**config.mk**
```make
export PLATFORM = sky130hd
export DESIGN_NAME = stopwatch_ctrl
export DESIGN_NICKNAME = d
export VERILOG_FILES = /design/src/rtl/stopwatch_pkg.sv /design/src/rtl/stopwatch_ctrl_mod_counter.sv /design/src/rtl/stopwatch_ctrl.sv
export SDC_FILE = /design/constraint.sdc
export NUM_CORES = 1
export LEC_CHECK = 0
export CAP_MARGIN = 20
export CORE_UTILIZATION = 48
export DETAILED_ROUTE_END_ITERATION = 12
export HOLD_SLACK_MARGIN = 0.12
export PLACE_DENSITY_LB_ADDON = 0.2
export SYNTH_ARGS = -nofsm -noshare
export SYNTH_HDL_FRONTEND = slang
export SYNTH_SLANG_ARGS = --single-unit
```
**constraint.sdc**
```tcl
create_clock -name clk -period 2.2 [get_ports clk]
set_clock_uncertainty 0.2 [all_clocks]
set_input_delay 0.66 -clock clk [delete_from_list [all_inputs] [get_ports clk]]
set_output_delay 0.66 -clock clk [all_outputs]
set_load 0.02 [all_outputs]
```
**src/rtl/stopwatch_pkg.sv**
```systemverilog
// Shared definitions for the MM:SS stopwatch: FSM state encoding and default digit moduli.
package stopwatch_pkg;

    typedef enum logic [1:0] {
        ST_IDLE  = 2'b00,
        ST_RUN   = 2'b01,
        ST_PAUSE = 2'b10,
        ST_LAP   = 2'b11
    } sw_state_t;

    localparam int NUM_DIGITS   = 4;
    localparam int DIGIT_W_DEF  = 4;
    localparam int SEC_LO_N_DEF = 10;
    localparam int SEC_HI_N_DEF = 6;
    localparam int MIN_LO_N_DEF = 10;
    localparam int MIN_HI_N_DEF = 6;

    // Time advances in RUN and in LAP (LAP only freezes the display).
    function automatic logic is_counting(input sw_state_t s);
        return (s == ST_RUN) || (s == ST_LAP);
    endfunction

endpackage

```
**src/rtl/stopwatch_ctrl_mod_counter.sv**
```systemverilog
// Modulo-N digit counter with synchronous clear (priority over enable) and a terminal-count flag.
module mod_counter #(
    parameter int N = 10,
    parameter int W = 4
) (
    input  logic         clk,
    input  logic         rst,
    input  logic         clr,
    input  logic         en,
    output logic [W-1:0] count,
    output logic         tc
);

    localparam logic [W-1:0] LAST = W'(N - 1);

    logic [W-1:0] count_reg;
    logic [W-1:0] count_next;

    always_comb begin
        count_next = count_reg;
        if (clr) begin
            count_next = '0;
        end else if (en) begin
            count_next = (count_reg == LAST) ? '0 : count_reg + W'(1);
        end
    end

    always_ff @(posedge clk or negedge rst) begin
        if (!rst) begin
            count_reg <= '0;
        end else begin
            count_reg <= count_next;
        end
    end

    assign count = count_reg;
    assign tc    = (count_reg == LAST);

endmodule

```
**src/rtl/stopwatch_ctrl.sv**
```systemverilog
// Stopwatch controller: run/pause/lap/clear FSM over four cascaded digit counters,
// with a lap snapshot shown while in LAP and a sticky 59:59 -> 00:00 rollover flag.
module stopwatch_ctrl
    import stopwatch_pkg::*;
#(
    parameter int SEC_LO_N = SEC_LO_N_DEF,
    parameter int SEC_HI_N = SEC_HI_N_DEF,
    parameter int MIN_LO_N = MIN_LO_N_DEF,
    parameter int MIN_HI_N = MIN_HI_N_DEF,
    parameter int W        = DIGIT_W_DEF
) (
    input  logic         clk,
    input  logic         rst,
    input  logic         tick,
    input  logic         start_stop,
    input  logic         lap,
    input  logic         clear,
    output logic [W-1:0] disp0,
    output logic [W-1:0] disp1,
    output logic [W-1:0] disp2,
    output logic [W-1:0] disp3,
    output logic         running,
    output logic         lap_active,
    output logic         wrapped
);

    localparam int MODULI [NUM_DIGITS] = '{SEC_LO_N, SEC_HI_N, MIN_LO_N, MIN_HI_N};

    sw_state_t state_reg;
    sw_state_t state_next;
    logic      snap_load;
    logic      digit_clr;
    logic      cnt_en;
    logic      rollover;
    logic      wrapped_reg;

    logic [NUM_DIGITS-1:0] digit_en;
    logic [NUM_DIGITS-1:0] digit_tc;
    logic [W-1:0]          digit    [NUM_DIGITS];
    logic [W-1:0]          disp_mux [NUM_DIGITS];

    // Priority clear > start_stop > lap, but only among pulses valid in the current state.
    always_comb begin
        state_next = state_reg;
        snap_load  = 1'b0;
        digit_clr  = 1'b0;
        unique case (state_reg)
            ST_IDLE: begin
                if (start_stop) state_next = ST_RUN;
            end
            ST_RUN: begin
                if (start_stop) begin
                    state_next = ST_PAUSE;
                end else if (lap) begin
                    state_next = ST_LAP;
                    snap_load  = 1'b1;
                end
            end
            ST_LAP: begin
                if (start_stop)  state_next = ST_PAUSE;
                else if (lap)    state_next = ST_RUN;
            end
            ST_PAUSE: begin
                if (clear) begin
                    state_next = ST_IDLE;
                    digit_clr  = 1'b1;
                end else if (start_stop) begin
                    state_next = ST_RUN;
                end
            end
            default: state_next = ST_IDLE;
        endcase
    end

    always_ff @(posedge clk or negedge rst) begin
        if (!rst) begin
            state_reg <= ST_IDLE;
        end else begin
            state_reg <= state_next;
        end
    end

    // Counting is decided by the state before the edge, so a stopping pulse still lets this tick count.
    assign cnt_en   = tick && is_counting(state_reg);
    assign rollover = cnt_en && (&digit_tc);

    genvar gi;
    generate
        for (gi = 0; gi < NUM_DIGITS; gi++) begin : g_digit
            localparam logic [NUM_DIGITS-1:0] LOWER = NUM_DIGITS'((1 << gi) - 1);

            logic [W-1:0] snap_reg;

            // A digit advances only when every lower digit is at its terminal value.
            assign digit_en[gi] = cnt_en && ((digit_tc & LOWER) == LOWER);

            mod_counter #(
                .N (MODULI[gi]),
                .W (W)
            ) u_counter (
                .clk   (clk),
                .rst   (rst),
                .clr   (digit_clr),
                .en    (digit_en[gi]),
                .count (digit[gi]),
                .tc    (digit_tc[gi])
            );

            always_ff @(posedge clk or negedge rst) begin
                if (!rst) begin
                    snap_reg <= '0;
                end else if (snap_load) begin
                    snap_reg <= digit[gi];
                end
            end

            assign disp_mux[gi] = (state_reg == ST_LAP) ? snap_reg : digit[gi];
        end
    endgenerate

    always_ff @(posedge clk or negedge rst) begin
        if (!rst) begin
            wrapped_reg <= 1'b0;
        end else if (digit_clr) begin
            wrapped_reg <= 1'b0;
        end else if (rollover) begin
            wrapped_reg <= 1'b1;
        end
    end

    assign disp0      = disp_mux[0];
    assign disp1      = disp_mux[1];
    assign disp2      = disp_mux[2];
    assign disp3      = disp_mux[3];
    assign running    = is_counting(state_reg);
    assign lap_active = (state_reg == ST_LAP);
    assign wrapped    = wrapped_reg;

endmodule

```
Yosys cells after proc, flatten, opt, wreduce, memory -nomap -nowiden

Index checks and enable logic that the tools add are counted.

Latch bits: 0
Memories kept: 0
Bits in writable memories: 0
Register bits after elaboration: 35
Bits in read-only memories: 0
Output and inout port bits: 19

Equal/unequal tests: 11
Add/sub/neg operators: 4
Multiply operators: 0
Bitwise gates (word level): 0
Shift-type cells: 0
Divide/modulo/power cells: 0
Reduce and logical (&&, ||, !) cells: 14
$lt $le $gt $ge: 0
Muxes and demuxes: 30

Operators with widths:

| cell                                                                   | number |
|---|---|
| 4-bit 2-to-1 mux                                                       | 16 |
| 4-bit by 1-bit adder with 4-bit output (second input constant)         | 4 |
| 2-bit 2-to-1 mux                                                       | 6 |
| 2-bit nonzero test                                                     | 5 |
| 4-bit by 3-bit equality test with 1-bit output (second input constant) | 2 |
| 4-bit equality test (second input constant)                            | 2 |
| 2-bit one-hot mux with 4 select lines                                  | 1 |
| 1-bit 2-to-1 mux                                                       | 7 |
| 2-bit equality test (second input constant)                            | 3 |
| 3-bit != test (second input constant)                                  | 2 |
| 1-bit logical AND                                                      | 5 |
| 4-bit AND reduction                                                    | 1 |
| 3-bit equality test (second input constant)                            | 1 |
| 2-bit by 1-bit equality test with 1-bit output (second input constant) | 1 |
| 2-bit zero test                                                        | 1 |
| 2-bit AND reduction                                                    | 1 |
| 1-bit logical OR                                                       | 1 |

Logic depth before layout (Yosys ltp)

Gate-level depths: netlist of run 1.

Depth in word-level cells: 6
Mapped depth: 7
Mapped depth without buffers: 6

Hierarchy

Synthesis of run 1 repeated with hierarchy kept, for this count alone.

Cell total of the unflattened synthesis: 166
Area total of the unflattened synthesis: 1943.1 sq um

By module, submodules not included:

| module                                  | area an instance (sq um) | instances | cells an instance |
|---|---|---|---|
| stopwatch_ctrl                          | 1042.2                   | 1         | 72 |
| mod_counter at g_digit[0].u_counter ... | 231.5                    | 2         | 24 |
| mod_counter at g_digit[1].u_counter ... | 219.0                    | 2         | 23 |

Worst setup path before layout of run 1

No wires, ideal clock.

Path type: flip-flop to output port
Start point: reg state_reg[0]
End point: out disp0[1]
Cell stages (with the launch flop): 6
Path slack: -0.078 ns
Data arrival time: 1.418 ns
Data required time: 1.340 ns
Cells stage by stage: dfrtp_1 -> buf_4 -> nand2_1 -> inv_1 -> clkbuf_1 -> o21ai_0

Cells in the longest elaborated chain, start to end: 2

RTL lines:

| element                | RTL line              | text |
|---|---|---|
| from (decl)            | stopwatch_ctrl.sv:29  | `sw_state_t state_reg;` |
| from (signal assigned) | stopwatch_ctrl.sv:79  | `state_reg <= state_next;` |
| 2-bit equality test    | --                    |  |
| via lap_active         | stopwatch_ctrl.sv:23  | `output logic lap_active,` |
| 4-bit 2-to-1 mux       | stopwatch_ctrl.sv:117 | `assign disp_mux[gi] = (state_reg == ST_LAP) ? snap_reg : digit[gi];` |
| to (decl)              | stopwatch_ctrl.sv:18  | `output logic [W-1:0] disp0,` |

The timed path passes the listed nets, and every way through them passes these cells.

Worst setup path after layout of run 1

Start point: reg state_reg[1]
End point: out disp0[3]

Cells in the longest elaborated chain, start to end: 2

RTL lines:

| element             | RTL line |
|---|---|
| 2-bit equality test | stopwatch_ctrl.sv:117 |
| 4-bit 2-to-1 mux    | stopwatch_ctrl.sv:117 |

No other way between the ends.

==> Flow_metrics.wiki, run 1 <==
{| class="wikitable"
! Metric !! Value
|-
| Critical-path maximum fanout || 5
|-
| Number of nets in the synthesized netlist || 196
|-
| Number of placed instances, taps included || 278
|-
| VDD IR-drop max || 0.745 mV
|-
| Critical path arrival || 1.42 ns
|-
| Chip width || 65.2 um
|-
| Final Hold Vio Count || 0
|-
| Starting density of the core || 51.2%
|-
| Total power divided by cell area || 896 nW/um^2
|-
| Die area || 4250 um^2
|-
| Global-route wire length before repair || 7580 um
|-
| Overall power || 0.00235 W
|-
| Leading cell types by count after synthesis || 35 x sky130_fd_sc_hd__dfrtp_1, 27 x sky130_fd_sc_hd__mux2_2, 18 x sky130_fd_sc_hd__nand2_1
|-
| Via count of the first global-routing pass || 1600
|-
| Pin count of the biggest net entering global routing || 36
|-
| CTS tree || built
|-
| Count of state elements after synthesis || 35
|-
| Synth top area cells || sky130_fd_sc_hd__dfrtp_1 46%, sky130_fd_sc_hd__mux2_2 16%, sky130_fd_sc_hd__ha_1 5.2%, sky130_fd_sc_hd__a21oi_1 3.7%, sky130_fd_sc_hd__nand2_1 3.5%
|-
| Average routed wire per standard cell || 15.4 um
|-
| Number of antenna violations at the first check in global routing || 0
|-
| Pleak || 1.31 nW
|-
| IO Port Bufs || 24
|-
| Total grt overflow || 0
|-
| Floorplan die height || 65.2 um
|-
| Final TNS setup || -0.853 ns
|-
| Clk Latency, worst-skew pair || 0.29 ns
|-
| Post-route non-filler standard cell count || 287
|-
| First DRT Iteration DRCs || 56
|-
| Vias || 1567
|-
| Area of the core || 3740 um^2
|-
| Run status || complete, but fails checks
|-
| Post-detailed-route via-to-cell ratio || 5.46
|-
| Path category of the worst min-delay check || flip-flop to flip-flop
|-
| Crit. End Element || primary output
|-
| Min cycle time layout || 2.28 ns
|-
| CTS Hold Buffers Added || 0
|-
| Required time at the endpoint of the critical path || 1.34 ns
|-
| Number of clock buffers inserted by TritonCTS || 5
|-
| Clock Pin Slew Worst Setup and Hold Paths || 0.07 ns
|-
| Share of cells above drive strength 1 || 40.6%
|-
| Number of slew-limit violations in the final report || 0
|-
| Syn Std Cell Area || 1920 um^2
|-
| Dpl hpwl || 3170 um
|-
| Filler Cell Count || 291
|-
| Setup Crit Path Kind || flip-flop to primary output
|-
| CTS H-Tree Depth || 2
|-
| Peak clock frequency supported by timing || 438 MHz
|-
| Remaining number of nets flagged by the antenna check after routing || 0
|-
| Top cell type's share of synthesized area || 45.7%
|-
| Final cycle utilization of the critical path || 104%
|-
| Violated checks || negative setup slack
|-
| Worst setup slack after layout || -0.0833 ns
|-
| R2R setup slack || 0.15 ns
|-
| Max-slew headroom at the worst pin || 70.5%
|-
| Ant diodes || 0
|-
| Post-synthesis cell type count || 37
|-
| Clock Tree Buf Depth || 2
|-
| Ys async rst share || 100%
|-
| Remaining design rule violation count || 0
|-
| Number of violations of the max-capacitance limit || 0
|-
| Setup repair after global routing missed its margin || yes
|-
| Minimum setup slack after placement || -0.321 ns
|-
| Gate count after technology mapping || 182
|-
| Most common cell in the synthesized netlist || sky130_fd_sc_hd__dfrtp_1
|-
| Post-synth EDFFs || 0
|-
| Most frequently used flop master after synthesis || sky130_fd_sc_hd__dfrtp_1
|-
| TritonRoute pass-1 iters || 4
|-
| Row cnt || 22
|-
| Nets || 252
|-
| Share of the yosys chip area belonging to registers || 45.7%
|-
| Area Growth Syn to Fin || 37.0%
|-
| All-layer global routing usage || 24.1%
|-
| Final setup viols || 13
|-
| Drt total wl || 4420 um
|-
| Mean instance size in the synthesized netlist || 10.5 um^2
|-
| Global placement routability congestion || 0.878
|-
| YS warnings || 0
|-
| Count of pins on the block boundary || 25
|-
| Cell at the root of the clock tree || sky130_fd_sc_hd__clkbuf_8
|-
| Clock tree sinks || 35
|-
| Worst Max-Slew Pin Slew || 0.442 ns
|-
| Post-synthesis cell type with the largest combined area || sky130_fd_sc_hd__dfrtp_1
|-
| Type of element launching the critical path || flip-flop
|}
[critical path: stages (launching register included)]
cell and delay (ns):
sky130_fd_sc_hd__dfrtp_1 0.42, sky130_fd_sc_hd__nand2_4 0.12, sky130_fd_sc_hd__buf_8 0.14, sky130_fd_sc_hd__mux2_4 0.31
sky130_fd_sc_hd__buf_6 0.13
[power by group]
group,switching (W),leakage (nW),total [W],internal (W)
combinational,0.000434,0.768,0.000872,0.000438
clock,0.000249,0.0654,0.000703,0.000453
sequential,0.0000557,0.479,0.000778,0.000722
[what timing repair did]
item	CTS	global route
gates resized for setup	111	15
endpoints found under the setup margin	19	17
gates cloned	0	0
pin swaps	1	1
setup buffers	0	1
[cell families after synthesis]
| family | Yosys count | synth area share, % |
|---|---|---|
| simple gates | 60 | 18.5 |
| flops | 35 | 45.7 |
| compound gates | 29 | 7.90 |
| mux | 28 | 16.4 |
| buf+inv | 19 | 4.96 |
| fa+ha+maj | 8 | 5.22 |
| xor+xnor | 3 | 1.37 |
[routing by layer]
| metal | part of all wire, % | up-vias | global-route usage [%] |
|---|---|---|---|
| li1 | - | 752 | - |
| met1 | 44 | 763 | 29.5 |
| met2 | 50 | 38 | 40.1 |
| met3 | 3.4 | 14 | 5.73 |
| met4 | 2.8 | 0 | 10.9 |
| met5 | 0 | - | 0 |
[stage by stage]
step | area (um^2) | hold WS [ns] | utilization [%]
6_report | 2630 | 0.310 | 70.2
3_5_place_dp | 2420 | 0.297 | 64.6
2_1_floorplan | 1920 | 0.164 | -
4_1_cts | 2580 | 0.313 | 69.0
3_3_place_gp | 2420 | 0.285 | 64.6
5_1_grt | 2630 | 0.330 | 70.2
[worst paths after layout]
kind,startpoint,depth (start not counted),to
max,state_reg[1]$_DFFE_PN0P_,4,disp0[3]
min,g_digit[0].snap_reg[0]$_DFFE_PN0P_,1,g_digit[0].snap_reg[0]$_DFFE_PN0P_
max reg2reg,g_digit[0].u_counter.count[1]$_DFFE_PN0P_,7,g_digit[3].u_counter.count[1]$_DFFE_PN0P_
min reg2reg,g_digit[0].snap_reg[0]$_DFFE_PN0P_,1,g_digit[0].snap_reg[0]$_DFFE_PN0P_
max in group asynchronous,rst,2,g_digit[0].snap_reg[2]$_DFFE_PN0P_
min in group asynchronous,rst,2,g_digit[1].u_counter.count[3]$_DFFE_PN0P_
[placed cells by master, fill, tap and decap left out, types with 4 or more instances in the layout]
cell type                         count
sky130_fd_sc_hd__buf_4               38
sky130_fd_sc_hd__dfrtp_1             35
sky130_fd_sc_hd__nand2_1             17
sky130_fd_sc_hd__mux2_2              17
sky130_fd_sc_hd__a21oi_1             14
sky130_fd_sc_hd__buf_6               14
sky130_fd_sc_hd__mux2_4              10
sky130_fd_sc_hd__nor2_1               8
sky130_fd_sc_hd__ha_1                 8
sky130_fd_sc_hd__o21ai_0              7
sky130_fd_sc_hd__inv_1                6
sky130_fd_sc_hd__clkdlybuf4s50_1      6
sky130_fd_sc_hd__and3b_1              5
sky130_fd_sc_hd__clkbuf_8             5
sky130_fd_sc_hd__or3_1                4
sky130_fd_sc_hd__nand3_1              4
[final cells by class]
cell class	count	area [um^2]	area share, %
multi-input combinational	128	1000	38.1
sequential	35	876	33.3
timing repair buffer	61	532	20.2
clock buffer	6	72.6	2.76
clock inverter	2	60.1	2.29
tap	48	60.1	2.29
inverter	7	26.3	1.00
Power figures use the tool's default switching activity.
==> run 2, diff against run 1 <==
--- a/config.mk
+++ b/config.mk
@@ -9,6 +9,7 @@
 export CORE_UTILIZATION = 48
 export DETAILED_ROUTE_END_ITERATION = 12
 export HOLD_SLACK_MARGIN = 0.12
+export MAX_ROUTING_LAYER = met4
 export PLACE_DENSITY_LB_ADDON = 0.2
 export SYNTH_ARGS = -nofsm -noshare
 export SYNTH_HDL_FRONTEND = slang
==> run 2 against run 1 <==
Effect of this change: the run still ends with negative setup slack left; non-clock buffer count unchanged; die area unchanged; sequential power about the same; combinational power about the same; first-iteration DRC count decreased by 11%; design area unchanged; register-to-register slack about the same; fmax increased by 0.28%; critical endpoint unchanged; count of clock-buffer cells in the layout unchanged; sequential share of layout area unchanged; core utilization unchanged; cell count unchanged.
==> Flow_metrics.wiki, run 2 (synthesis gave the netlist of run 1 again) <==
{| class="wikitable"
! Metric !! Value
|-
| Setup repair after global routing missed its margin || yes
|-
| Final TNS setup || -0.762 ns (+0.0909 ns)
|-
| Final setup viols || 13 (unchanged)
|-
| Number of slew-limit violations in the final report || 0 (unchanged)
|-
| Crit. End Element || primary output
|-
| Ant diodes || 0 (unchanged)
|-
| IO Port Bufs || 24 (unchanged)
|-
| Number of cells on the worst reg-to-reg path || 7 (unchanged)
|-
| Logic depth of the worst path, buffers included || 4 (unchanged)
|-
| Worst Hold Launch || g_digit[0].snap_reg[0]$_DFFE_PN0P_
|-
| Path category of the worst min-delay check || flip-flop to flip-flop
|-
| Vias || 1590 (+1.5%)
|-
| Max-slew headroom at the worst pin || 70.3% (-0.21 points)
|-
| Chip width || 65.2 um (unchanged)
|-
| Row cnt || 22 (unchanged)
|-
| Total grt overflow || 0 (unchanged)
|-
| Most common cell after layout, fill and taps aside || sky130_fd_sc_hd__buf_4
|-
| TritonRoute pass-1 iters || 4 (unchanged)
|-
| Total buffers and inverters traversed by the critical path || 2 (unchanged)
|-
| Setup Crit Path Kind || flip-flop to primary output
|-
| Worst setup slack after layout || -0.0770 ns (+0.00628 ns)
|-
| Clk Latency, worst-skew pair || 0.29 ns (about the same)
|-
| Number of placed instances, taps included || 278 (unchanged)
|-
| Required time at the endpoint of the critical path || 1.34 ns (about the same)
|-
| Minimum setup slack after placement || -0.321 ns (unchanged)
|-
| Critical path arrival || 1.42 ns (about the same)
|-
| Violated checks || negative setup slack
|-
| Number of violations of the max-capacitance limit || 0 (unchanged)
|-
| Area of the core || 3740 um^2 (unchanged)
|-
| Leading cell types in the layout, fill and taps excluded || 38 x sky130_fd_sc_hd__buf_4, 35 x sky130_fd_sc_hd__dfrtp_1, 17 x sky130_fd_sc_hd__nand2_1, 17 x sky130_fd_sc_hd__mux2_2
|-
| Hold WS || 0.309 ns (-0.00113 ns)
|-
| Clock tree sinks || 35 (unchanged)
|-
| Critical-path maximum fanout || 5 (unchanged)
|-
| Share of cells above drive strength 1 || 40.6% (unchanged)
|-
| Pleak || 1.31 nW (unchanged)
|-
| Remaining number of nets flagged by the antenna check after routing || 0 (unchanged)
|-
| Count of pins on the block boundary || 25 (unchanged)
|-
| Worst path cell trace || nand2_4 -> buf_8 -> mux2_4 -> buf_6
|-
| Starting density of the core || 51.2% (unchanged)
|-
| Worst Max-Slew Pin Slew || 0.445 ns (+0.00315 ns)
|-
| Post-route non-filler standard cell count || 287 (unchanged)
|-
| Total power divided by cell area || 894 nW/um^2 (-0.22%)
|-
| Number of clock buffers inserted by TritonCTS || 5 (unchanged)
|-
| Max incr delay on CP || 0.42 ns (about the same)
|-
| Remaining design rule violation count || 0 (unchanged)
|-
| Global placement routability congestion || 0.893 (+1.7%)
|-
| Run status || complete, but fails checks
|-
| Dpl hpwl || 3170 um (unchanged)
|-
| R2R setup slack || 0.15 ns (about the same)
|-
| Post-detailed-route via-to-cell ratio || 5.54 (+1.5%)
|-
| Drt total wl || 4440 um (+0.27%)
|-
| Launch instance of the worst register-to-register path || g_digit[0].u_counter.count[1]$_DFFE_PN0P_
|-
| Global-route wire length before repair || 7580 um (unchanged)
|-
| Final Hold Vio Count || 0 (unchanged)
|-
| Nets || 252 (unchanged)
|-
| Peak clock frequency supported by timing || 439 MHz (+0.28%)
|-
| Cell at the root of the clock tree || sky130_fd_sc_hd__clkbuf_8
|-
| Pin count of the biggest net entering global routing || 36 (unchanged)
|-
| VDD IR-drop max || 0.746 mV (+0.11%)
|-
| CTS tree || built
|-
| Slowest stage cell, crit path || sky130_fd_sc_hd__dfrtp_1
|-
| Type of element launching the critical path || flip-flop
|-
| First DRT Iteration DRCs || 50 (-11%)
|-
| Critical R2R Capture || g_digit[3].u_counter.count[1]$_DFFE_PN0P_
|-
| Filler Cell Count || 291 (unchanged)
|-
| Number of antenna violations at the first check in global routing || 0 (unchanged)
|-
| Min cycle time layout || 2.28 ns (-0.00628 ns)
|-
| Die area || 4250 um^2 (unchanged)
|-
| Clock Tree Buf Depth || 2 (unchanged)
|-
| Clock Pin Slew Worst Setup and Hold Paths || 0.07 ns (about the same)
|-
| Floorplan die height || 65.2 um (unchanged)
|-
| Hold EP || g_digit[0].snap_reg[0]$_DFFE_PN0P_
|-
| Hold Crit Depth || 1 (unchanged)
|-
| Final cycle utilization of the critical path || 104% (-0.29 points)
|-
| Crit-path leading delay family || flip-flops
|-
| Via count of the first global-routing pass || 1601 (+0.063%)
|-
| Area Growth Syn to Fin || 37.0% (unchanged)
|-
| All-layer global routing usage || 24.9% (+0.78 points)
|-
| Average routed wire per standard cell || 15.5 um (+0.27%)
|-
| CTS H-Tree Depth || 2 (unchanged)
|}
==> run 2: cell counts in the layout (fill, tap and decap cells not counted) <==
Identical to the previous run, type by type.
==> run 2: final cells by class <==
cell class | instances | area, um^2 | share of cell area, %
inverter | 7 | 26.3 | 1.00
clock buffer | 6 | 72.6 | 2.76
tap | 48 | 60.1 | 2.29
sequential | 35 | 876 | 33.3
timing repair buffer | 61 | 532 | 20.2
multi-input combinational | 128 | 1000 | 38.1
clock inverter | 2 | 60.1 | 2.29
==> run 2: metrics by stage <==
step	area (um^2)	utilization [%]	total power [W]
CTS	2580	69.0	0.00229
global placement	2420	64.6	0.00154
detailed placement	2420	64.6	0.00157
floorplan	1920	-	0.00121
finish	2630	70.2	0.00235
global route	2630	70.2	0.00246
==> run 2: layer usage <==
metal / vias up / global-route usage [%] / wire length, um
li1: 753 / - / -
met1: 793 / 29.5 / 1940
met2: 34 / 40.1 / 2260
met3: 10 / 6.25 / 145
met4: 0 / 10.9 / 92
met5: - / - / 0
==> run 2: worst max path at each step <==
stage | startpoint | endpoint | slack [ns]
after floorplan | state_reg[0]$_DFFE_PN0P_ | disp0[1] | -0.08
after global placement | state_reg[0]$_DFFE_PN0P_ | disp1[1] | -0.28
after detailed placement | state_reg[1]$_DFFE_PN0P_ | disp0[1] | -0.32
after CTS | state_reg[1]$_DFFE_PN0P_ | disp0[3] | -0.12
after global routing | state_reg[1]$_DFFE_PN0P_ | disp0[3] | -0.12
final | state_reg[1]$_DFFE_PN0P_ | disp0[3] | -0.08
==> run 2: repair_timing <==
item,4_1_cts,5_1_grt
gates resized for setup,111,15
setup endpoints to repair,19,17
hold buffers,0,0
pin swaps,1,1
setup buffers,0,1
==> run 2: where the power goes <==
group / switching (W) / internal [W] / leakage [nW]
combinational: 0.000434 / 0.000438 / 0.768
clock: 0.000245 / 0.000453 / 0.0654
sequential: 0.0000553 / 0.000722 / 0.479
total: 0.000734 / 0.00161 / 1.31
==> run 3, diff against run 2 <==
--- a/config.mk
+++ b/config.mk
@@ -6,11 +6,14 @@
 export NUM_CORES = 1
 export LEC_CHECK = 0
 export CAP_MARGIN = 20
-export CORE_UTILIZATION = 48
+export CELL_PAD_IN_SITES_DETAIL_PLACEMENT = 0
+export CELL_PAD_IN_SITES_GLOBAL_PLACEMENT = 1
+export CORE_UTILIZATION = 43
 export DETAILED_ROUTE_END_ITERATION = 12
 export HOLD_SLACK_MARGIN = 0.12
 export MAX_ROUTING_LAYER = met4
-export PLACE_DENSITY_LB_ADDON = 0.2
+export PLACE_DENSITY_LB_ADDON = 0.1
+export RECOVER_POWER = 100
 export SYNTH_ARGS = -nofsm -noshare
 export SYNTH_HDL_FRONTEND = slang
 export SYNTH_SLANG_ARGS = --single-unit
==> run 3 against run 2 <==
Effect of this change: global-route usage shrank 2.7 points; count of clock-buffer cells in the layout stayed put; first-iteration DRC count is 74% higher; sequential share of layout area down 0.79 points; flip-flop and latch count unchanged; hold slack hardly changed; the flow still finishes with violations (negative setup slack); via count is 1.8% lower; sequential power about the same; register-to-register slack hardly changed; fmax fell by 2.5%.
==> Flow_metrics.wiki, run 3 (synthesis gave the netlist of run 1 again) <==
{| class="wikitable"
! Metric !! Value
|-
| Max-slew headroom at the worst pin || 43.0% (-27 points)
|-
| Starting density of the core || 46.3% (-4.9 points)
|-
| Post-route non-filler standard cell count || 292 (+1.7%)
|-
| Required time at the endpoint of the critical path || 1.34 ns (about the same)
|-
| Pin count of the biggest net entering global routing || 36 (unchanged)
|-
| Clock Pin Slew Worst Setup and Hold Paths || 0.07 ns (about the same)
|-
| Count of pins on the block boundary || 25 (unchanged)
|-
| CTS H-Tree Depth || 2 (unchanged)
|-
| Area of the core || 4140 um^2 (+11%)
|-
| Number of antenna violations at the first check in global routing || 0 (unchanged)
|-
| Area Growth Syn to Fin || 40.3%
|-
| Worst Max-Slew Pin Slew || 0.856 ns (+0.411 ns)
|-
| Pleak || 1.33 nW (+1.1%)
|-
| All-layer global routing usage || 22.2% (-2.7 points)
|-
| Via count of the first global-routing pass || 1587 (-0.87%)
|-
| IO Port Bufs || 24 (unchanged)
|-
| Type of element launching the critical path || flip-flop
|-
| Share of total power consumed by net switching || 31.3% (about the same)
|-
| Path category of the worst min-delay check || flip-flop to flip-flop
|-
| Chip width || 68.8 um (+5.5%)
|-
| Violated checks || negative setup slack
|-
| CTS Hold Buffers Added || 0 (unchanged)
|-
| Int Power || 0.00166 W (+3.1%)
|-
| Most common cell after layout, fill and taps aside || sky130_fd_sc_hd__dfrtp_1
|-
| Final setup viols || 19 (+6)
|-
| Total grt overflow || 0 (unchanged)
|-
| Row cnt || 23 (+4.5%)
|-
| Critical-path maximum fanout || 5 (unchanged)
|-
| Clock tree sinks || 35 (unchanged)
|-
| Setup Crit Path Kind || flip-flop to primary output
|-
| Hold WS || 0.309 ns (-0.000282 ns)
|-
| Drt total wl || 4650 um (+4.9%)
|-
| Filler Cell Count || 337 (+16%)
|-
| Minimum setup slack after placement || -0.327 ns (-0.00560 ns)
|-
| Number of slew-limit violations in the final report || 0 (unchanged)
|-
| Final Hold Vio Count || 0 (unchanged)
|-
| Dpl hpwl || 3160 um (-0.26%)
|-
| Portion of total power attributed to sequential cells || 32.0% (-1.1 points)
|-
| Net Sw Power || 0.000756 W (+3.0%)
|-
| Crit. End Element || primary output
|-
| Number of placed instances, taps included || 277 (-0.36%)
|-
| Number of violations of the max-capacitance limit || 0 (unchanged)
|-
| Cell at the root of the clock tree || sky130_fd_sc_hd__clkbuf_8
|-
| Leading cell types in the layout, fill and taps excluded || 35 x sky130_fd_sc_hd__dfrtp_1, 32 x sky130_fd_sc_hd__buf_4, 19 x sky130_fd_sc_hd__mux2_2, 18 x sky130_fd_sc_hd__buf_6, 16 x sky130_fd_sc_hd__nand2_1
|-
| Share of cells above drive strength 1 || 43.4% (+2.8 points)
|-
| CTS tree || built
|-
| Setup repair after global routing missed its margin || yes
|-
| Global placement routability congestion || 0.848 (-5.0%)
|-
| Clk Latency, worst-skew pair || 0.29 ns (about the same)
|-
| Worst setup slack after layout || -0.136 ns (-0.0590 ns)
|-
| Peak clock frequency supported by timing || 428 MHz (-2.5%)
|-
| Combinational group share of total power || 39.5% (+2.4 points)
|-
| Portion of total power attributed to the clock network || 28.5% (-1.2 points)
|-
| Run status || complete, but fails checks
|-
| VDD IR-drop max || 0.590 mV (-21%)
|-
| Final cycle utilization of the critical path || 106% (+2.7 points)
|-
| Vias || 1561 (-1.8%)
|-
| Nets || 255 (+1.2%)
|-
| Die area || 4730 um^2 (+11%)
|-
| Floorplan die height || 68.8 um (+5.5%)
|-
| Average routed wire per standard cell || 15.9 um (+3.1%)
|-
| Min cycle time layout || 2.34 ns (+0.0590 ns)
|-
| Post-detailed-route via-to-cell ratio || 5.35 (-3.5%)
|-
| Critical path arrival || 1.48 ns (+0.06 ns)
|-
| Remaining design rule violation count || 0 (unchanged)
|-
| Ant diodes || 0 (unchanged)
|-
| Remaining number of nets flagged by the antenna check after routing || 0 (unchanged)
|-
| Clock Tree Buf Depth || 2 (unchanged)
|-
| Number of clock buffers inserted by TritonCTS || 5 (unchanged)
|-
| Global-route wire length before repair || 7290 um (-3.8%)
|-
| Total power divided by cell area || 899 nW/um^2 (+0.63%)
|-
| First DRT Iteration DRCs || 87 (+74%)
|-
| TritonRoute pass-1 iters || 4 (unchanged)
|}
-- run 3: power groups by stage --
| stage | clock network (W) | registers, W | logic [W] |
|---|---|---|---|
| after floorplan | 0 | 0.000781 | 0.000426 |
| final | 0.000689 | 0.000775 | 0.000955 |
| after global placement | 0 | 0.000772 | 0.000773 |
| after global routing | 0.000727 | 0.000785 | 0.00103 |
| after detailed placement | 0 | 0.000780 | 0.000793 |
| after CTS | 0.000699 | 0.000771 | 0.000824 |
-- run 3: final cells by class --
cell class / instances / area [um^2] / area share [%]
clock inverter: 2 / 60.1 / 2.23
sequential: 35 / 876 / 32.6
timing repair buffer: 64 / 578 / 21.5
tap: 50 / 62.6 / 2.33
inverter: 7 / 28.8 / 1.07
clock buffer: 6 / 72.6 / 2.70
multi-input combinational: 128 / 1010 / 37.6
-- run 3: critical path: stages (launching register included) --
cell and delay [ns]:
sky130_fd_sc_hd__dfrtp_1 0.39, sky130_fd_sc_hd__nand2_2 0.12, sky130_fd_sc_hd__buf_6 0.16, sky130_fd_sc_hd__buf_6 0.10
sky130_fd_sc_hd__mux2_4 0.29, sky130_fd_sc_hd__buf_6 0.13
-- run 3: timing repair --
action / in CTS / in global routing
endpoints found under the setup margin: 20 / 20
pin swaps: 0 / 1
buffers inserted: 3 / 3
gates resized for setup: 97 / 35
gates cloned: 0 / 1
-- run 3: per-stage QoR --
step | setup TNS (ns) | util (%) | total power, W | instance area [um^2]
6_report | -1.17 | 64.9 | 0.00242 | 2690
2_1_floorplan | -0.552 | - | 0.00121 | 1920
3_3_place_gp | -6.72 | 58.8 | 0.00155 | 2440
3_5_place_dp | -7.96 | 58.8 | 0.00157 | 2440
4_1_cts | -0.899 | 62.4 | 0.00229 | 2590
5_1_grt | -2.69 | 64.9 | 0.00254 | 2690
-- run 3: path summary, 6_finish.rpt --
kind                                                                 from                                   endpoint  slack, ns  depth (start not counted)
worst max-delay path                             state_reg[1]$_DFFE_PN0P_                                   disp0[2]      -0.14                          5
worst min-delay path                   g_digit[1].snap_reg[0]$_DFFE_PN0P_         g_digit[1].snap_reg[0]$_DFFE_PN0P_       0.31                          1
worst max register to register  g_digit[0].u_counter.count[1]$_DFFE_PN0P_  g_digit[3].u_counter.count[0]$_DFFE_PN0P_       0.15                          7
worst min register to register         g_digit[1].snap_reg[0]$_DFFE_PN0P_         g_digit[1].snap_reg[0]$_DFFE_PN0P_       0.31                          1
max in group asynchronous                                             rst  g_digit[0].u_counter.count[0]$_DFFE_PN0P_       0.45                          2
min in group asynchronous                                             rst         g_digit[1].snap_reg[3]$_DFFE_PN0P_       0.81                          2
-- run 3: per-layer routing --
metal | share of wire, % | wire length [um] | GRT usage [%]
met4 | 0.99 | 46 | 8.67
met2 | 53 | 2480 | 37.4
met3 | 3.2 | 147 | 5.43
met5 | 0 | 0 | -
met1 | 43 | 1980 | 25.3
